**config.mk**
```make
export PLATFORM = sky130hd
export DESIGN_NAME = vga_text_engine
export DESIGN_NICKNAME = d
export VERILOG_FILES = /design/src/rtl/vga_text_engine.sv
export SDC_FILE = /design/constraint.sdc
export NUM_CORES = 1
export LEC_CHECK = 0
export CAP_MARGIN = 10
export CORE_MARGIN = 2
export CORE_UTILIZATION = 45
export CTS_CLUSTER_DIAMETER = 150
export CTS_CLUSTER_SIZE = 10
export DETAILED_ROUTE_END_ITERATION = 16
export PLACE_DENSITY_LB_ADDON = 0.2
export SETUP_SLACK_MARGIN = 0.1
export SLEW_MARGIN = 10
export SYNTH_ARGS = -nofsm -noshare
export SYNTH_HDL_FRONTEND = slang
export SYNTH_SLANG_ARGS = --single-unit
export TNS_END_PERCENT = 30
```
**constraint.sdc**
```tcl
create_clock -name clk -period 8.01 [get_ports clk]
set_input_delay 0.801 -clock clk [delete_from_list [all_inputs] [get_ports clk]]
set_output_delay 0.801 -clock clk [all_outputs]
set_load 0.01 [all_outputs]
```
**src/rtl/vga_text_engine.sv**
```systemverilog
// rtl/vga_text_engine.sv - VGA character-mode display controller with blink and cursor
//
// Ports:
//   clk, rst          pixel clock, asynchronous active-high reset
//   en                display enable (RGB forced to 0 when low, syncs keep running)
//   text_addr         {row, col} of the cell being fetched (0 outside active video)
//   text_data         {blink, fg, bg, ascii} returned MEM_LAT clocks after text_addr
//   font_addr         {ascii, glyph line}
//   font_data         glyph row, MSB = leftmost pixel, FONT_LAT clocks after font_addr
//   cursor_en/col/row hardware cursor control, sampled with the fetch address
//   r, g, b, de       registered colour outputs and active-video flag
//   hs, vs            registered sync outputs, polarity set by SYNC_POL
//   frame_start       one-clock pulse on the first active pixel of each frame
module vga_text_engine #(
    parameter int H_ACTIVE     = 640,
    parameter int H_FP         = 16,
    parameter int H_SYNC       = 96,
    parameter int H_BP         = 48,
    parameter int V_ACTIVE     = 480,
    parameter int V_FP         = 10,
    parameter int V_SYNC       = 2,
    parameter int V_BP         = 33,
    parameter bit SYNC_POL     = 1'b0,
    parameter int CHAR_W       = 8,
    parameter int CHAR_H       = 16,
    parameter int CW           = 4,
    parameter int MEM_LAT      = 1,
    parameter int FONT_LAT     = 1,
    parameter int BLINK_FRAMES = 32,
    localparam int COLS_W      = $clog2(H_ACTIVE / CHAR_W),
    localparam int ROWS_W      = $clog2(V_ACTIVE / CHAR_H),
    localparam int LINE_W      = $clog2(CHAR_H)
) (
    input  logic                       clk,
    input  logic                       rst,
    input  logic                       en,
    output logic [COLS_W+ROWS_W-1:0]   text_addr,
    input  logic [6*CW+8:0]            text_data,
    output logic [8+LINE_W-1:0]        font_addr,
    input  logic [CHAR_W-1:0]          font_data,
    input  logic                       cursor_en,
    input  logic [COLS_W-1:0]          cursor_col,
    input  logic [ROWS_W-1:0]          cursor_row,
    output logic [CW-1:0]              r,
    output logic [CW-1:0]              g,
    output logic [CW-1:0]              b,
    output logic                       hs,
    output logic                       vs,
    output logic                       de,
    output logic                       frame_start
);
    localparam int H_TOTAL = H_ACTIVE + H_FP + H_SYNC + H_BP;
    localparam int V_TOTAL = V_ACTIVE + V_FP + V_SYNC + V_BP;
    localparam int X_W     = $clog2(CHAR_W);
    localparam int HCW     = $clog2(H_TOTAL);
    localparam int VCW     = $clog2(V_TOTAL);
    localparam int PIPE    = MEM_LAT + FONT_LAT;
    localparam int CTL_W   = X_W + 5;
    localparam int ATTR_W  = 6 * CW + 1;
    localparam int BF_W    = $clog2(BLINK_FRAMES + 1);

    localparam logic [HCW-1:0] H_LAST     = HCW'(H_TOTAL - 1);
    localparam logic [VCW-1:0] V_LAST     = VCW'(V_TOTAL - 1);
    localparam logic [HCW-1:0] H_ACT_LAST = HCW'(H_ACTIVE - 1);
    localparam logic [VCW-1:0] V_ACT_LAST = VCW'(V_ACTIVE - 1);
    localparam logic [HCW-1:0] HS_FIRST   = HCW'(H_ACTIVE + H_FP);
    localparam logic [HCW-1:0] HS_LAST    = HCW'(H_ACTIVE + H_FP + H_SYNC - 1);
    localparam logic [VCW-1:0] VS_FIRST   = VCW'(V_ACTIVE + V_FP);
    localparam logic [VCW-1:0] VS_LAST    = VCW'(V_ACTIVE + V_FP + V_SYNC - 1);
    localparam logic [BF_W-1:0] BF_LAST   = BF_W'(BLINK_FRAMES - 1);
    // Control word layout: {pixel x, cursor hit, de, hs, vs, frame_start}
    localparam logic [CTL_W-1:0] CTL_RST  = {{X_W{1'b0}}, 1'b0, 1'b0, ~SYNC_POL, ~SYNC_POL, 1'b0};

    logic [HCW-1:0]    r_h;
    logic [VCW-1:0]    r_v;
    logic [BF_W-1:0]   r_frame_cnt;
    logic              r_blink_phase;
    logic [CTL_W-1:0]  r_ctl  [PIPE];
    logic [LINE_W-1:0] r_line [MEM_LAT];
    logic [ATTR_W-1:0] r_attr [FONT_LAT];
    logic [3*CW-1:0]   r_rgb;
    logic              r_de, r_hs, r_vs, r_fs;

    // Beam counters
    always_ff @(posedge clk or posedge rst) begin
        if (rst) begin
            r_h <= '0;
            r_v <= '0;
        end else if (r_h == H_LAST) begin
            r_h <= '0;
            r_v <= (r_v == V_LAST) ? '0 : r_v + 1'b1;
        end else begin
            r_h <= r_h + 1'b1;
        end
    end

    // Stage 0: decode counters into fetch address and control word
    logic              w_de0, w_hs0, w_vs0, w_fs0, w_cur0, w_vs_start;
    logic [COLS_W-1:0] w_col0;
    logic [ROWS_W-1:0] w_row0;
    logic [LINE_W-1:0] w_line0;
    logic [X_W-1:0]    w_x0;
    logic [CTL_W-1:0]  w_ctl0;

    assign w_de0      = (r_h <= H_ACT_LAST) && (r_v <= V_ACT_LAST);
    assign w_hs0      = ((r_h >= HS_FIRST) && (r_h <= HS_LAST)) ? SYNC_POL : ~SYNC_POL;
    assign w_vs0      = ((r_v >= VS_FIRST) && (r_v <= VS_LAST)) ? SYNC_POL : ~SYNC_POL;
    assign w_fs0      = (r_h == '0) && (r_v == '0);
    assign w_vs_start = (r_h == '0) && (r_v == VS_FIRST);
    assign w_col0     = COLS_W'(r_h >> X_W);
    assign w_row0     = ROWS_W'(r_v >> LINE_W);
    assign w_line0    = r_v[LINE_W-1:0];
    assign w_x0       = r_h[X_W-1:0];
    // Cursor occupies the bottom two glyph lines and is hidden in the blink-off phase
    assign w_cur0     = cursor_en && (w_row0 == cursor_row) && (w_col0 == cursor_col) &&
                        (w_line0 >= LINE_W'(CHAR_H - 2)) && !r_blink_phase;
    assign w_ctl0     = {w_x0, w_cur0, w_de0, w_hs0, w_vs0, w_fs0};
    assign text_addr  = w_de0 ? {w_row0, w_col0} : '0;
    assign font_addr  = {text_data[7:0], r_line[MEM_LAT-1]};

    // Blink timebase: phase flips every BLINK_FRAMES vsync starts
    always_ff @(posedge clk or posedge rst) begin
        if (rst) begin
            r_frame_cnt   <= '0;
            r_blink_phase <= 1'b0;
        end else if (w_vs_start) begin
            if (r_frame_cnt == BF_LAST) begin
                r_frame_cnt   <= '0;
                r_blink_phase <= ~r_blink_phase;
            end else begin
                r_frame_cnt <= r_frame_cnt + 1'b1;
            end
        end
    end

    // Delay lines: control spans both memory latencies, line index covers the
    // text RAM only, attributes wait for the font ROM only.
    always_ff @(posedge clk or posedge rst) begin
        if (rst) begin
            for (int i = 0; i < PIPE; i++)     r_ctl[i]  <= CTL_RST;
            for (int i = 0; i < MEM_LAT; i++)  r_line[i] <= '0;
            for (int i = 0; i < FONT_LAT; i++) r_attr[i] <= '0;
        end else begin
            r_ctl[0]  <= w_ctl0;
            r_line[0] <= w_line0;
            r_attr[0] <= text_data[6*CW+8:8];
            for (int i = 1; i < PIPE; i++)     r_ctl[i]  <= r_ctl[i-1];
            for (int i = 1; i < MEM_LAT; i++)  r_line[i] <= r_line[i-1];
            for (int i = 1; i < FONT_LAT; i++) r_attr[i] <= r_attr[i-1];
        end
    end

    // Final stage: pixel select, blink/cursor override, colour mux
    logic [X_W-1:0]   w_x;
    logic [X_W-1:0]   w_bit_idx;
    logic             w_cur, w_de, w_hs, w_vs, w_fs, w_blink, w_pix;
    logic [3*CW-1:0]  w_fg, w_bg;
    logic [ATTR_W-1:0] w_attr;

    assign {w_x, w_cur, w_de, w_hs, w_vs, w_fs} = r_ctl[PIPE-1];
    assign w_attr    = r_attr[FONT_LAT-1];
    assign w_blink   = w_attr[6*CW];
    assign w_fg      = w_attr[6*CW-1:3*CW];
    assign w_bg      = w_attr[3*CW-1:0];
    assign w_bit_idx = X_W'(CHAR_W - 1) - w_x;
    assign w_pix     = w_cur || (font_data[w_bit_idx] && !(w_blink && r_blink_phase));

    always_ff @(posedge clk or posedge rst) begin
        if (rst) begin
            r_rgb <= '0;
            r_de  <= 1'b0;
            r_hs  <= ~SYNC_POL;
            r_vs  <= ~SYNC_POL;
            r_fs  <= 1'b0;
        end else begin
            r_rgb <= (w_de && en) ? (w_pix ? w_fg : w_bg) : '0;
            r_de  <= w_de;
            r_hs  <= w_hs;
            r_vs  <= w_vs;
            r_fs  <= w_fs;
        end
    end

    assign r           = r_rgb[3*CW-1:2*CW];
    assign g           = r_rgb[2*CW-1:CW];
    assign b           = r_rgb[CW-1:0];
    assign de          = r_de;
    assign hs          = r_hs;
    assign vs          = r_vs;
    assign frame_start = r_fs;
endmodule

```
# After elaboration in Yosys (flattened, before gate mapping)
# Index checks and enable logic that the tools add are counted.
[word_totals] ff_bits=88 latchBits=0 mem_bits_rw=0 mem_bits_ro=0 in_bits=57 out_inout_bits=40 elab_cells=60 memories=0
[op_classes] addsub=4 mul=0 div_mod_pow=0 magnitude_cmp=8 n_eq_ne=6 shift=0 muxes=10 bitwise=1 reduce_logical=18
[op_table] op="$mux W12" n=3
[op_table] op="$add A10 B1 Y10 const B" n=2
[op_table] op="$eq A10 B10 Y1 const B" n=2
[op_table] op="$le A10 B10 Y1 const B" n=2
[op_table] op="$le A10 B9 Y1 const B" n=2
[op_table] op="$logic_not A10 Y1" n=2
[op_table] op="$mux W10" n=2
[op_table] op="$logic_and A1 B1 Y1" n=12
[op_table] op="$eq A10 B9 Y1 const B" n=1
[op_table] op="$ge A10 B10 Y1 const B" n=1
[op_table] op="$ge A10 B9 Y1 const B" n=1
[op_table] op="$eq A7 B7 Y1" n=1
[op_table] op="$add A6 B1 Y6 const B" n=1
[op_table] op="$eq A6 B5 Y1 const B" n=1
[op_table] op="$mux W6" n=1
[op_table] op="$eq A5 B5 Y1" n=1
[op_table] op="$ge A4 B4 Y1 const B" n=1
[op_table] op="$lt A3 B4 Y1 const B" n=1
[op_table] op="$bmux W1 S3" n=1
[op_table] op="$mux W1" n=3
[op_table] op="$sub A3 B3 Y3 const A" n=1
[op_table] op="$logic_not A1 Y1" n=2
[op_table] op="$reduce_and A2 Y1" n=1
[op_table] op="$logic_or A1 B1 Y1" n=1
[op_table] op="$not A1 Y1" n=1

# Depth between registers and ports, before layout
[depth] depth_word=7 mapped_depth=7 ltp_nobuf=6

# Least setup slack after synthesis
# OpenSTA, ideal clock, no wires.
[synth_path] path_type="reg-to-output" start="register r_v[5]" end="output text_addr[1]" arrival_ns=1.314 required_ns=7.209 path_slack_ns=5.895 path_stages_with_launch=6 path_buffers=2 path_cell_list="dfrtp_1 > buf_4 > and4_4 > nor3_1 > clkbuf_1 > and2_1"
[synth_between] elab_chain_len=3
[synth_lines] element="start: declaration" line="75" rtl="logic [VCW-1:0] r_v;"
[synth_lines] element="start signal: assignment" line="91" rtl="r_v <= (r_v == V_LAST) ? '0 : r_v + 1'b1;"
[synth_lines] element="$le A10 B9 Y1" line="105" rtl="assign w_de0 = (r_h <= H_ACT_LAST) && (r_v <= V_ACT_LAST);"
[synth_lines] element="$logic_and A1 B1 Y1" line="105"
[synth_lines] element="via w_de0" line="98" rtl="logic w_de0, w_hs0, w_vs0, w_fs0, w_cur0, w_vs_start;"
[synth_lines] element="$mux W12" line="118" rtl="assign text_addr = w_de0 ? {w_row0, w_col0} : '0;"
[synth_lines] element="end: declaration" line="37" rtl="output logic [COLS_W+ROWS_W-1:0] text_addr,"
# The timed path passes the listed nets, and every way through them passes these cells.

# Worst setup path in the final report
[layout_path] start="register r_h[7]" end="output text_addr[10]"
[layout_between] elab_chain_len=3
[layout_lines] element="start: declaration" line="74" rtl="logic [HCW-1:0] r_h;"
[layout_lines] element="start signal: assignment" line="93" rtl="r_h <= r_h + 1'b1;"
[layout_lines] element="$le A10 B10 Y1" line="105"
[layout_lines] element="$logic_and A1 B1 Y1" line="105"
[layout_lines] element="$mux W12" line="118"
# No other way between the ends.

==> key figures <==
Power and ir drop
  – Pwr Total: 0.8438 mW
  – Max VDD drop: 0.09061 mV
  – Int Power: 0.6653 mW
  – Sequential Power Share: 0.543
  – Sw frac: 0.2115
  – Leakage: 2.113 nW
  – Clock Power Share: 0.385
  – Switching power: 0.1785 mW
  – Power per cell area: 172.5 nW/um^2
  – Gate power share: 0.072

Clock tree
  – Clock transition at path regs: 0.08 ns
  – CTS Buffer Depth: 2
  – Post-CTS Hold Buffers: 0
  – Cts repair resizes: 0
  – CTS tree: yes
  – Clk_lat worst skew: 0.35 ns
  – Total CTS buffers: 9
  – CTS root buffer: clkbuf_8
  – H-tree levels: 3
  – CTS Sinks: 88
  – # Post-CTS Setup Buffers: 0

Floorplan
  – Initial Util: 0.4707
  – Die area: 9442 sq um
  – Die width: 97.17 um
  – Core area: 8299 sq um
  – DIE HEIGHT: 97.17 um
  – IO Pins: 97
  – Cell Rows: 33

STA
  – Slew @ Worst Pin: 1.061 ns
  – Max transition margin: 0.2924
  – TNS Setup: 0 ns
  – Final Hold Fails: 0
  – Max-slew violations: 0
  – Count of final setup violators: 0
  – FMAX: 285.5 MHz
  – Period utilisation layout: 0.4372
  – Final min period: 3.502 ns
  – Final clock skew: 0.01058 ns
  – RSZ-0062 raised after global routing: no

Worst setup path
  – WP data required: 7.21 ns
  – WP data arrival: 2.70 ns
  – Critical path type: register to output port
  – Reg-to-Reg Start: r_h[0]
  – Critical path launch point type: register
  – RR Endpoint: r_frame_cnt[5]
  – Reg2Reg Depth: 6
  – Critical path peak fanout: 12
  – Worst Setup End Kind: output port
  – Reg2Reg Setup Slack: 5.98 ns

Final layout
  – Area delta synth->final: 25.24%
  – Share of cells above drive strength 1: 0.08354
  – Antenna cells: 0
  – Final std cells w/o fill: 512
  – Nets: 465

Min path
  – Launch point of the worst hold path: r_ctl[0]
  – Worst hold path endpoint: frame_start
  – Hold path cells: 0
  – Hold Path Class: register to register

Route
  – DRT Pass-1 Iters: 4
  – Routed Wire Length: 8260 um
  – Total vias in the final route: 2,761
  – Routed wire per std cell: 16.13 um
  – Vias per cell: 5.393
  – Final ANT Viol Nets: 0
  – DRC: 0
  – Drt first-iter violations: 146

Synth
  – Post-synth top area share: 0.5253
  – Unique masters post-synth: 47
  – Ys flop type: dfrtp_1
  – Sequential share of the synthesized area: 0.5657
  – Post-synthesis compound-gate area fraction: 0.06278
  – Post-synthesis simple-gate area fraction: 0.2239
  – Number of synthesized flops with an enable pin: 0
  – Top cells by count, synth: dfrtp_1 (82), nand3_1 (22), nand4_1 (16)
  – Mux contribution to synthesized area: 0.01954
  – Mean post-synth cell area: 11.46 sq um
  – Syn Nets: 404
  – Netlist Area Pre-Place: 3906 sq um
  – Seq cells post-synth: 88
  – Main area contributors after synthesis: dfrtp_1 (53%), dfstp_2 (4.0%), xor2_1 (3.4%)
  – Post-synth ARST share: 1.000
  – Post-synth top area cell: dfrtp_1
  – Largest family of logic cells by synthesized area: simple AND/OR/NAND/NOR gates
  – Adder-Cell Fraction of Synth Area: 0.01922
  – Yosys warns: 0
  – Synth Instances: 341
  – Most frequent cell after synthesis: dfrtp_1
  – Post-synthesis share of cell area spent on xor and xnor gates: 0.05605

Place
  – GP Congestion: 0.8879
  – Detail Placement HPWL: 5624 um
  – Cell Count Post-Placement: 496
  – IO buf count: 80

Global route
  – Total track usage: 0.1854
  – First-pass GRT wire length: 14,080 um
  – Initial antenna violation count: 0
  – GRT overflow: 0
  – Vias in the first global route: 2,807
  – Largest net degree at the start of global routing: 89

Run status
  – Status: finished, final reports clean

Flow run
  – MaxCap Viol Count: 0
[worst max-delay path: stages, from the launching register on]
cell and delay, ns:
dfrtp_1 0.48, nor2_1 0.21, nor2b_1 0.09, nor3_1 0.77, and2_2 0.27, clkdlybuf4s50_1 0.53
[per-stage QoR]
| stage | instance area [sq um] | setup WS, ns | utilization | hold WS (ns) |
|---|---|---|---|---|
| 2_1_floorplan | 3906 | 4.940 | - | 0.3312 |
| 3_5_place_dp | 4678 | 4.866 | 0.5637 | 0.3347 |
| 3_3_place_gp | 4678 | 4.967 | 0.5637 | 0.3331 |
| 6_report | 4892 | 4.508 | 0.5895 | 0.3467 |
| 4_1_cts | 4892 | 4.458 | 0.5895 | 0.3458 |
| 5_1_grt | 4892 | 4.225 | 0.5895 | 0.3554 |
[area by class of cell]
| class | count | area, sq um |
|---|---|---|
| sequential | 88 | 2210 |
| clock inverter | 5 | 82.58 |
| tap | 105 | 131.4 |
| clock buffer | 11 | 131.4 |
| fill | 687 | 3407 |
| timing repair buffer | 81 | 808.3 |
| multi-input combinational | 212 | 1490 |
| inverter | 10 | 38.79 |
[metal layers]
metal | GRT usage | vias up | share of wire
li1 | - | 1313 | -
met1 | 0.2383 | 1345 | 0.44
met2 | 0.3056 | 95 | 0.49
met3 | 0.06043 | 8 | 0.061
met4 | 0.04550 | 0 | 0.0081
met5 | 0 | - | 0
[sequential cells by signal, indices dropped and copies added (netlist names), 4 cells and up]
signal,count
r_frame_cnt,6
r_attr,25
r_v,10
r_ctl,16
r_rgb,12
r_h,10
r_line,4
[cell usage in the layout (no fill, tap or decap), drive strengths merged, types with 2 or more instances in the layout]
master and count:
nand2b 12, nand4 18, and4 4, nand2 11, clkdlybuf4s50 80, nor3b 12
nor2 13, nor4b 2, nor3 5, bufinv 2, nor2b 4, and2 14
a22o 3, mux2i 2, xor2 15, dfrtp 82, and3 9, clkinvlp 3
dfstp 6, mux2 3, or3 2, a21oi 3, nor4 8, ha 6
nand4b 2, a21o 2, nand3 22, xnor2 10, inv 9, a32oi 12
o21ai 9, clkbuf 11
[cell families after synthesis]
| group | after synthesis |
|---|---|
| muxes | 6 |
| DFF | 88 |
| xor gates and xnor gates | 25 |
| buffers and inverters | 41 |
| AOI/OAI and AO/OA | 33 |
| and+or+nand+nor | 142 |
| adders and majority gates | 6 |
[worst max path at each step]
| stage | start | endpoint | slack, ns | depth (start not counted) |
|---|---|---|---|---|
| 2_1_floorplan | rst | de | 4.94 | 1 |
| 3_3_place_gp | r_v[5] | text_addr[10] | 4.97 | 4 |
| 3_5_place_dp | r_h[7] | text_addr[10] | 4.87 | 5 |
| 4_1_cts | r_h[7] | text_addr[10] | 4.46 | 5 |
| 5_1_grt | r_h[7] | text_addr[10] | 4.22 | 5 |
| 6_report | r_h[7] | text_addr[10] | 4.51 | 5 |
[power by group through the flow]
stage                     combinational, mW  sequential (mW)  clock [mW]
final                                0.0607            0.458       0.325
after global routing                 0.0667            0.459       0.355
after CTS                            0.0620            0.458       0.336
after detailed placement             0.0616            0.467           0
after global placement               0.0607            0.466           0
after floorplan                      0.0257            0.468           0
(Power assumes the default switching activity.)
